===== config.mk =====
export PLATFORM = sky130hd
export DESIGN_NAME = interrupt_controller
export DESIGN_NICKNAME = d
export VERILOG_FILES = /design/src/rtl/interrupt_controller_pkg.sv /design/src/rtl/interrupt_controller_priority_encoder.sv /design/src/rtl/interrupt_controller.sv
export SDC_FILE = /design/constraint.sdc
export NUM_CORES = 1
export LEC_CHECK = 0
export BUFFER_PORTS_ARGS = -buffer_cell sky130_fd_sc_hd__clkbuf_2
export CAP_MARGIN = 20
export CORE_MARGIN = 8
export CORE_UTILIZATION = 25
export DETAILED_ROUTE_END_ITERATION = 12
export HOLD_SLACK_MARGIN = 0.02
export PLACE_DENSITY = 0.52
export SKIP_CTS_REPAIR_TIMING = 1
export SYNTH_ARGS = -nofsm -noshare
export SYNTH_HDL_FRONTEND = slang
export SYNTH_HIERARCHICAL = 1
export SYNTH_SLANG_ARGS = --single-unit

===== constraint.sdc =====
create_clock -name clk -period 2.46 [get_ports clk]
set_clock_uncertainty 0.2 [all_clocks]
set_input_delay 0.492 -clock clk [delete_from_list [all_inputs] [get_ports clk]]
set_output_delay 0.492 -clock clk [all_outputs]
set_load 0.02 [all_outputs]

===== src/rtl/interrupt_controller_pkg.sv =====
// -----------------------------------------------------------------------------
// interrupt_controller_pkg
// Shared definitions for the interrupt controller slice:
//   - state_t     : FSM state encoding (IDLE, REQ, SERVICE)
//   - NSRC        : number of device interrupt sources
//   - *_IDN       : device ID numbers reported on idn (index + 1, 0 = none)
//   - idn_of()    : maps a source index to its device ID number
// No ports (package).
// -----------------------------------------------------------------------------
package interrupt_controller_pkg;

  localparam int NSRC = 4;

  localparam int TIMER_IDN = 1;
  localparam int KEYS_IDN  = 2;
  localparam int SW_IDN    = 3;
  localparam int SPARE_IDN = 4;

  typedef enum logic [1:0] {
    IDLE    = 2'd0,
    REQ     = 2'd1,
    SERVICE = 2'd2
  } state_t;

  // Device IDs are one-based so that zero can mean "no source".
  function automatic int idn_of(input int idx);
    return idx + 1;
  endfunction

endpackage


===== src/rtl/interrupt_controller_priority_encoder.sv =====
// -----------------------------------------------------------------------------
// interrupt_controller_priority_encoder
// Fixed-priority encoder: the lowest set bit of the eligible vector wins.
// Ports:
//   eligible  in   NSRC   candidate sources (pending & mask)
//   idx       out  IDXW   index of the winning source (0 when none)
//   valid     out  1      at least one source is eligible
// -----------------------------------------------------------------------------
module interrupt_controller_priority_encoder #(
  parameter int NSRC = 4,
  parameter int IDXW = 2
) (
  input  logic [NSRC-1:0] eligible,
  output logic [IDXW-1:0] idx,
  output logic            valid
);

  // Scan from the highest index down so the lowest set bit is written last.
  always_comb begin
    idx   = '0;
    valid = 1'b0;
    for (int i = NSRC - 1; i >= 0; i--) begin
      if (eligible[i]) begin
        idx   = IDXW'(i);
        valid = 1'b1;
      end
    end
  end

endmodule


===== src/rtl/interrupt_controller.sv =====
// -----------------------------------------------------------------------------
// interrupt_controller
// Edge-triggered, non-nesting interrupt controller. Rising edges on irq set
// pending bits; the highest-priority (lowest index) enabled pending source is
// latched and presented to the CPU until it is accepted, then the controller
// waits in SERVICE until return-from-interrupt.
// Ports:
//   clk      in   1      clock, rising edge
//   reset    in   1      asynchronous active-high reset
//   irq      in   NSRC   device request lines (edge-sensitive)
//   irqMask  in   NSRC   per-source enable
//   intaSig  in   1      CPU accepted the interrupt this cycle
//   isReti   in   1      CPU executing return-from-interrupt this cycle
//   inta     out  1      interrupt request (high only in REQ)
//   idn      out  DBITS  device ID of the requested source, 0 = none
//   devAck   out  NSRC   one-cycle acknowledge to the serviced device
//   pending  out  NSRC   current pending bits
// -----------------------------------------------------------------------------
module interrupt_controller #(
  parameter int DBITS = 32,
  parameter int NSRC  = interrupt_controller_pkg::NSRC
) (
  input  logic             clk,
  input  logic             reset,
  input  logic [NSRC-1:0]  irq,
  input  logic [NSRC-1:0]  irqMask,
  input  logic             intaSig,
  input  logic             isReti,
  output logic             inta,
  output logic [DBITS-1:0] idn,
  output logic [NSRC-1:0]  devAck,
  output logic [NSRC-1:0]  pending
);

  import interrupt_controller_pkg::*;

  localparam int IDXW = (NSRC > 1) ? $clog2(NSRC) : 1;

  state_t            state;
  logic [NSRC-1:0]   irq_prev;
  logic [NSRC-1:0]   pend_q;
  logic [NSRC-1:0]   dev_ack_q;
  logic [NSRC-1:0]   rise;
  logic [NSRC-1:0]   eligible;
  logic [IDXW-1:0]   sel_idx;
  logic              sel_valid;
  logic [IDXW-1:0]   latched_idx;
  logic              inta_q;
  logic [DBITS-1:0]  idn_q;

  assign rise     = irq & ~irq_prev;
  assign eligible = pend_q & irqMask;

  interrupt_controller_priority_encoder #(
    .NSRC (NSRC),
    .IDXW (IDXW)
  ) u_priority_encoder (
    .eligible (eligible),
    .idx      (sel_idx),
    .valid    (sel_valid)
  );

  // Edge capture, pending bookkeeping and the IDLE/REQ/SERVICE FSM share one
  // process because acceptance clears pending in the same edge it changes
  // state; a fresh edge on the accepted source is OR-ed in after the clear so
  // that a set always wins over the clear.
  always_ff @(posedge clk or posedge reset) begin
    if (reset) begin
      state       <= IDLE;
      irq_prev    <= '0;
      pend_q      <= '0;
      dev_ack_q   <= '0;
      latched_idx <= '0;
      inta_q      <= 1'b0;
      idn_q       <= '0;
    end else begin
      irq_prev  <= irq;
      pend_q    <= pend_q | rise;
      dev_ack_q <= '0;
      case (state)
        IDLE: begin
          if (sel_valid) begin
            state       <= REQ;
            latched_idx <= sel_idx;
            inta_q      <= 1'b1;
            idn_q       <= DBITS'(idn_of(int'(sel_idx)));
          end
        end
        // The latched request stays up until accepted, regardless of mask
        // changes or newly pending higher-priority sources.
        REQ: begin
          if (intaSig) begin
            state     <= SERVICE;
            inta_q    <= 1'b0;
            idn_q     <= '0;
            dev_ack_q <= NSRC'(1) << latched_idx;
            pend_q    <= (pend_q & ~(NSRC'(1) << latched_idx)) | rise;
          end
        end
        SERVICE: begin
          if (isReti) begin
            state <= IDLE;
          end
        end
        default: begin
          state  <= IDLE;
          inta_q <= 1'b0;
          idn_q  <= '0;
        end
      endcase
    end
  end

  assign inta    = inta_q;
  assign idn     = idn_q;
  assign devAck  = dev_ack_q;
  assign pending = pend_q;

endmodule


After elaboration in Yosys (flattened, before gate mapping)
Index checks and enable logic that the tools add are counted.

operators by class
  reduce and logical (&&, ||, !) cells = 4
  bitwise logic cells = 8
  equality and inequality tests = 5
  muxes and demuxes = 22
  shift operators = 1
  add/sub/neg operators = 1

operators by type and width
  cell                                                                    number
  32-bit case mux with 3 select lines                                     1
  32-bit 2-to-1 mux                                                       2
  4-bit 2-to-1 mux                                                        4
  2-bit 2-to-1 mux                                                        7
  4-bit AND                                                               3
  4-bit inverter                                                          2
  4-bit bitwise OR                                                        2
  1-bit 2-to-1 mux                                                        6
  2-bit inequality test (second input constant)                           3
  2-bit case mux with 3 select lines                                      1
  3-bit AND reduction                                                     2
  1-bit by 2-bit << shifter with 4-bit output (first input constant)      1
  2-bit by 1-bit adder with 3-bit output (second input constant)          1
  1-bit case mux with 3 select lines                                      1
  2-bit by 1-bit equality test with 1-bit output (second input constant)  1
  2-bit equality test (second input constant)                             1
  2-bit zero test                                                         1
  2-bit AND reduction                                                     1
  1-bit inverter                                                          1

word-level totals
  bits of input ports = 12
  register bits = 49
  logic and storage cells = 48
  output and inout port bits = 41

Depth between registers and ports, before layout
  word-level depth = 8
  mapped depth = 6
  gate-level depth less buffers = 6

Modules after synthesis
The synthesis kept the hierarchy.

modules (own cells, without submodules)
  module                                 sequential area each (µm²)  times used  cells each  area an instance (µm²)
  interrupt_controller                   500.5                       1           99          1018.5
  interrupt_controller_priority_encoder  0.0                         1           7           35.0

Worst setup path before layout
OpenSTA, ideal clock, no wires.

  kind = register to register
  from = reg pend_q[2], in the netlist pending[2]
  to = reg idn_q[1], in the netlist idn[1]
  stages on the path, launching flop included = 7
  data arrival time = 1.412 ns
  data required time = 2.136 ns
  setup slack = 0.724 ns
  path buffers = 0
  library setup time = 0.124 ns
  period minus slack after synthesis = 1.736 ns
  path through = dfrtp_1 and2_1 nand2b_1 a21oi_2 ha_1 a22oi_1 o2bb2ai_1

between the ends
  word-level cells in the longest chain between the ends = 7
  elaborated cells on any way between the ends = 12
  those cells by class = 1 x add/sub; 1 x eq/ne; 8 x mux; 1 x bitwise; 1 x reduce/logical

RTL lines
  what                                    line                                         source
  from (decl)                             interrupt_controller.sv:41                   logic [NSRC-1:0] pend_q;
  from (signal assigned)                  interrupt_controller.sv:78                   pend_q <= pend_q | rise;
  from (signal assigned)                  interrupt_controller.sv:97                   pend_q <= (pend_q & ~(NSRC'(1) << latched_idx)) | rise;
  4-bit AND                               interrupt_controller.sv:52                   assign eligible = pend_q & irqMask;
  net eligible[2]                         interrupt_controller.sv:44                   logic [NSRC-1:0] eligible;
  2-bit 2-to-1 mux (3 in series)          interrupt_controller_priority_encoder.sv:23  if (eligible[i]) begin
  net sel_idx[0]                          interrupt_controller.sv:45                   logic [IDXW-1:0] sel_idx;
  2-bit by 1-bit adder with 3-bit output  interrupt_controller_pkg.sv:27               return idx + 1;
  32-bit 2-to-1 mux                       interrupt_controller.sv:82                   if (sel_valid) begin
  32-bit case mux with 3 select lines     interrupt_controller.sv:80                   case (state)
  to (signal assigned)                    interrupt_controller.sv:86                   idn_q <= DBITS'(idn_of(int'(sel_idx)));
  to (decl)                               interrupt_controller.sv:49                   logic [DBITS-1:0] idn_q;

The timed path passes the listed nets, and every way through them passes these cells. The select of a mux whose other input is x is not followed.
A chain may end at the register's enable or synchronous reset.

Worst setup path after layout
Same ends and word-level chain as after synthesis.

==> results.md <==
* Placed wire-length estimate at 1.73 mm
* WS Path Type: reg2reg
* Crit-path cells: and2_1 -> nand2b_1 -> a21oi_2 -> ha_1 -> a22oi_1 -> o2bb2ai_1
* Worst setup EP type: register
* GR Util All Layers at between 6 and 7%
* CTS root buf: clkbuf_8
* IO buf count at 23
* Post-route ant nets at 0
* Final Hold Violating Endpoints at 0
* Yosys top cell area share at a little under half
* DRC viols at 0
* Final Routed Wirelength at about 2.1 mm
* Pre-CTS WS at 0.506 ns
* Area of the core at roughly 0.0040 mm2
* CTS tree: built
* Max-capacitance violation count at 0
* Die Y at around 81 um
* First-pass GRT wire length at 3.20 mm
* CP required at approximately 2.4 ns
* Slew Viols, Final at 0
* EDFF count, synth at 0
* Post-synth top area cell: dfrtp_1
* Largest net degree at the start of global routing at 21
* Synth top area cells: dfrtp_1 48%, buf_4 21%, nor2_1 3.9%
* RSZ-0062 raised after global routing: no
* Avg Cell Area, Syn at approximately 9.9 um2
* DR pass1 iterations at 3
* FP Rows at 23
* # diodes at 0
* Clock sink count at 20
* Peak supply drop at roughly 0.38 mV
* PwrDens at around 1000 mW/mm2
* Fill cells at roughly 440
* Vias in the first global route at 706
* WL/cell at 11.6 um
* Synth Warn # at 6
* Most used flip-flop cell after synthesis: dfrtp_1
* Fraction of layout cells with a size suffix above 1 at 23.7%
* Area Overhead vs Synth at 10.9%
* Register bit count reported by yosys at 20
* CTS buffer count at 3
* Vias per inst at 3.77
* Ys async rst share at 100%
* CP max stage delay at 0.39 ns
* Levels on crit path at 6
* Setup violations, final at 0
* CP max FO at 3
* Die X at between 80 and 90 um
* Overflow after GRT at 0
* Run status: finished clean
* Yosys cell types at 23
* Number of DRC markers in iteration 0 at 21
* Crit path time final at 1.77 ns
* DIE AREA at between 0.006 and 0.007 mm2
* Clock Latency Late Sink at 0.25 ns
* Reg clk slew, reported paths at about 0.07 ns
* Initial antenna violation count at 0
* Critical-path top delay cell: dfrtp_1
* Max frequency at around 560 MHz
* Delay-heaviest family, CP: compound AO/OA/AOI/OAI gates
* Mapped Area at 0.00105 mm2
* Class of the worst hold path: in2async
* Starting Density at between 20% and 30%
* Reg2Reg Depth at 6
* Sequential share of the synthesized area at between 40% and 50%
* H-tree levels at 1
* Worst setup SP type: register
* Sum of negative setup slack at 0 ns
* Fin worst setup slack at about 0.69 ns
* Gate Count Post-Synth at between 100 and 150
* WP buf/inv at 0
* Io pins at between 50 and 60
* Relative slew slack at 49.4%
* Worst slew pin tran at 0.758 ns
* GPL Wtd Cong at around 0.78
* Final worst-path cycle share at 72.0%
* Clock Path Buffers at 2
* Static Leak at between 0.0006 and 0.0007 uW
* Layout net count at about 150
* Crit path DAT at between 1.5 and 2 ns
* Total vias in the final route at between 600 and 700
[cells by family (layout without fill, tap and decap cells)]
group	Yosys count	after routing	share of synthesized area, %
compound gates	16	16	10.1
simple gates	28	28	14.0
mux	2	2	2.85
other cells	1	29	0.356
buf+inv	38	35	24.0
fa+ha+maj	1	1	1.19
flops	20	20	47.5
[worst paths after layout]
kind	startpoint	endpoint	slack [ns]
min in group clk	irq[0]	irq_prev[0]	0.15
hold / removal	reset	irq_prev[2]	0.14
max in group asynchronous	reset	devAck[2]	1.44
setup reg to reg	pending[2]	idn[1]	0.69
hold reg to reg	irq_prev[2]	pending[2]	0.22
setup / recovery	pending[2]	idn[1]	0.69
[layer usage]
metal,routed length (um),track usage (%),vias to the layer above
li1,-,-,333
met1,910,7.35,307
met2,891,9.70,40
met3,283,2.21,2
met4,14,2.14,0
met5,0,0,-
[placed cells by master, fill, tap and decap left out, drive strengths merged]
cell type	count
conb	29
clkbuf	27
dfrtp	20
nor2	12
inv	8
o21ai	7
and2	4
o2bb2ai	3
nand2b	3
nand2	3
nor2b	2
a22oi	2
mux2	2
o22ai	2
and2b	1
nand4b	1
nand4bb	1
a2bb2oi	1
ha	1
a21oi	1
nor3	1
[per-stage QoR]
| stage | instance area [um2] | std cells | hold slack [ns] | util [%] | total power, uW |
|---|---|---|---|---|---|
| final | 1170 | 181 | 0.141 | 29.0 | 1220 |
| after CTS | 1170 | 181 | 0.150 | 29.0 | 1240 |
| after global placement | 1110 | 177 | 0.202 | 27.6 | 980 |
| after floorplan | 1160 | 134 | 0.200 | - | 888 |
| after global routing | 1170 | 181 | 0.144 | 29.0 | 1310 |
| after detailed placement | 1110 | 177 | 0.219 | 27.6 | 988 |
[sequential cells by signal, summed over array words and instances (netlist names)]
name	cells
inta	1
devAck	4
latched_idx	2
idn	3
state	2
pending	4
irq_prev	4
[layout make-up]
cell class	instances	area [um2]	area share (%)
Sequential cell	20	500	42.8
Multi-Input combinational cell	76	405	34.7
Timing Repair Buffer	23	115	9.85
Tap cell	50	62.6	5.35
Clock buffer	4	55.1	4.71
Inverter	8	30.0	2.57
[where the power goes]
group / internal, uW / switching, uW / total [uW]
sequential: 422 / 95.8 / 518
clock: 142 / 104 / 246
combinational: 179 / 280 / 459
total: 743 / 480 / 1220
[synthesized netlist by cell type (all sizes together) (2+ instances only)]
| cell | count |
|---|---|
| nand2b | 3 |
| nor2 | 12 |
| inv | 8 |
| a22oi | 2 |
| o2bb2ai | 3 |
| o22ai | 2 |
| mux2 | 2 |
| o21ai | 7 |
| and2 | 4 |
| dfrtp | 20 |
| nor2b | 2 |
| buf | 30 |
| nand2 | 3 |
[worst register-to-register path, delay by kind of cell, from the launching register on]
kind / cells / cell delay, ns
flops: 1 / 0.39
compound gates: 3 / 0.48
fa+ha+maj: 1 / 0.26
simple gates: 2 / 0.34
Power figures use the tool's default switching activity.
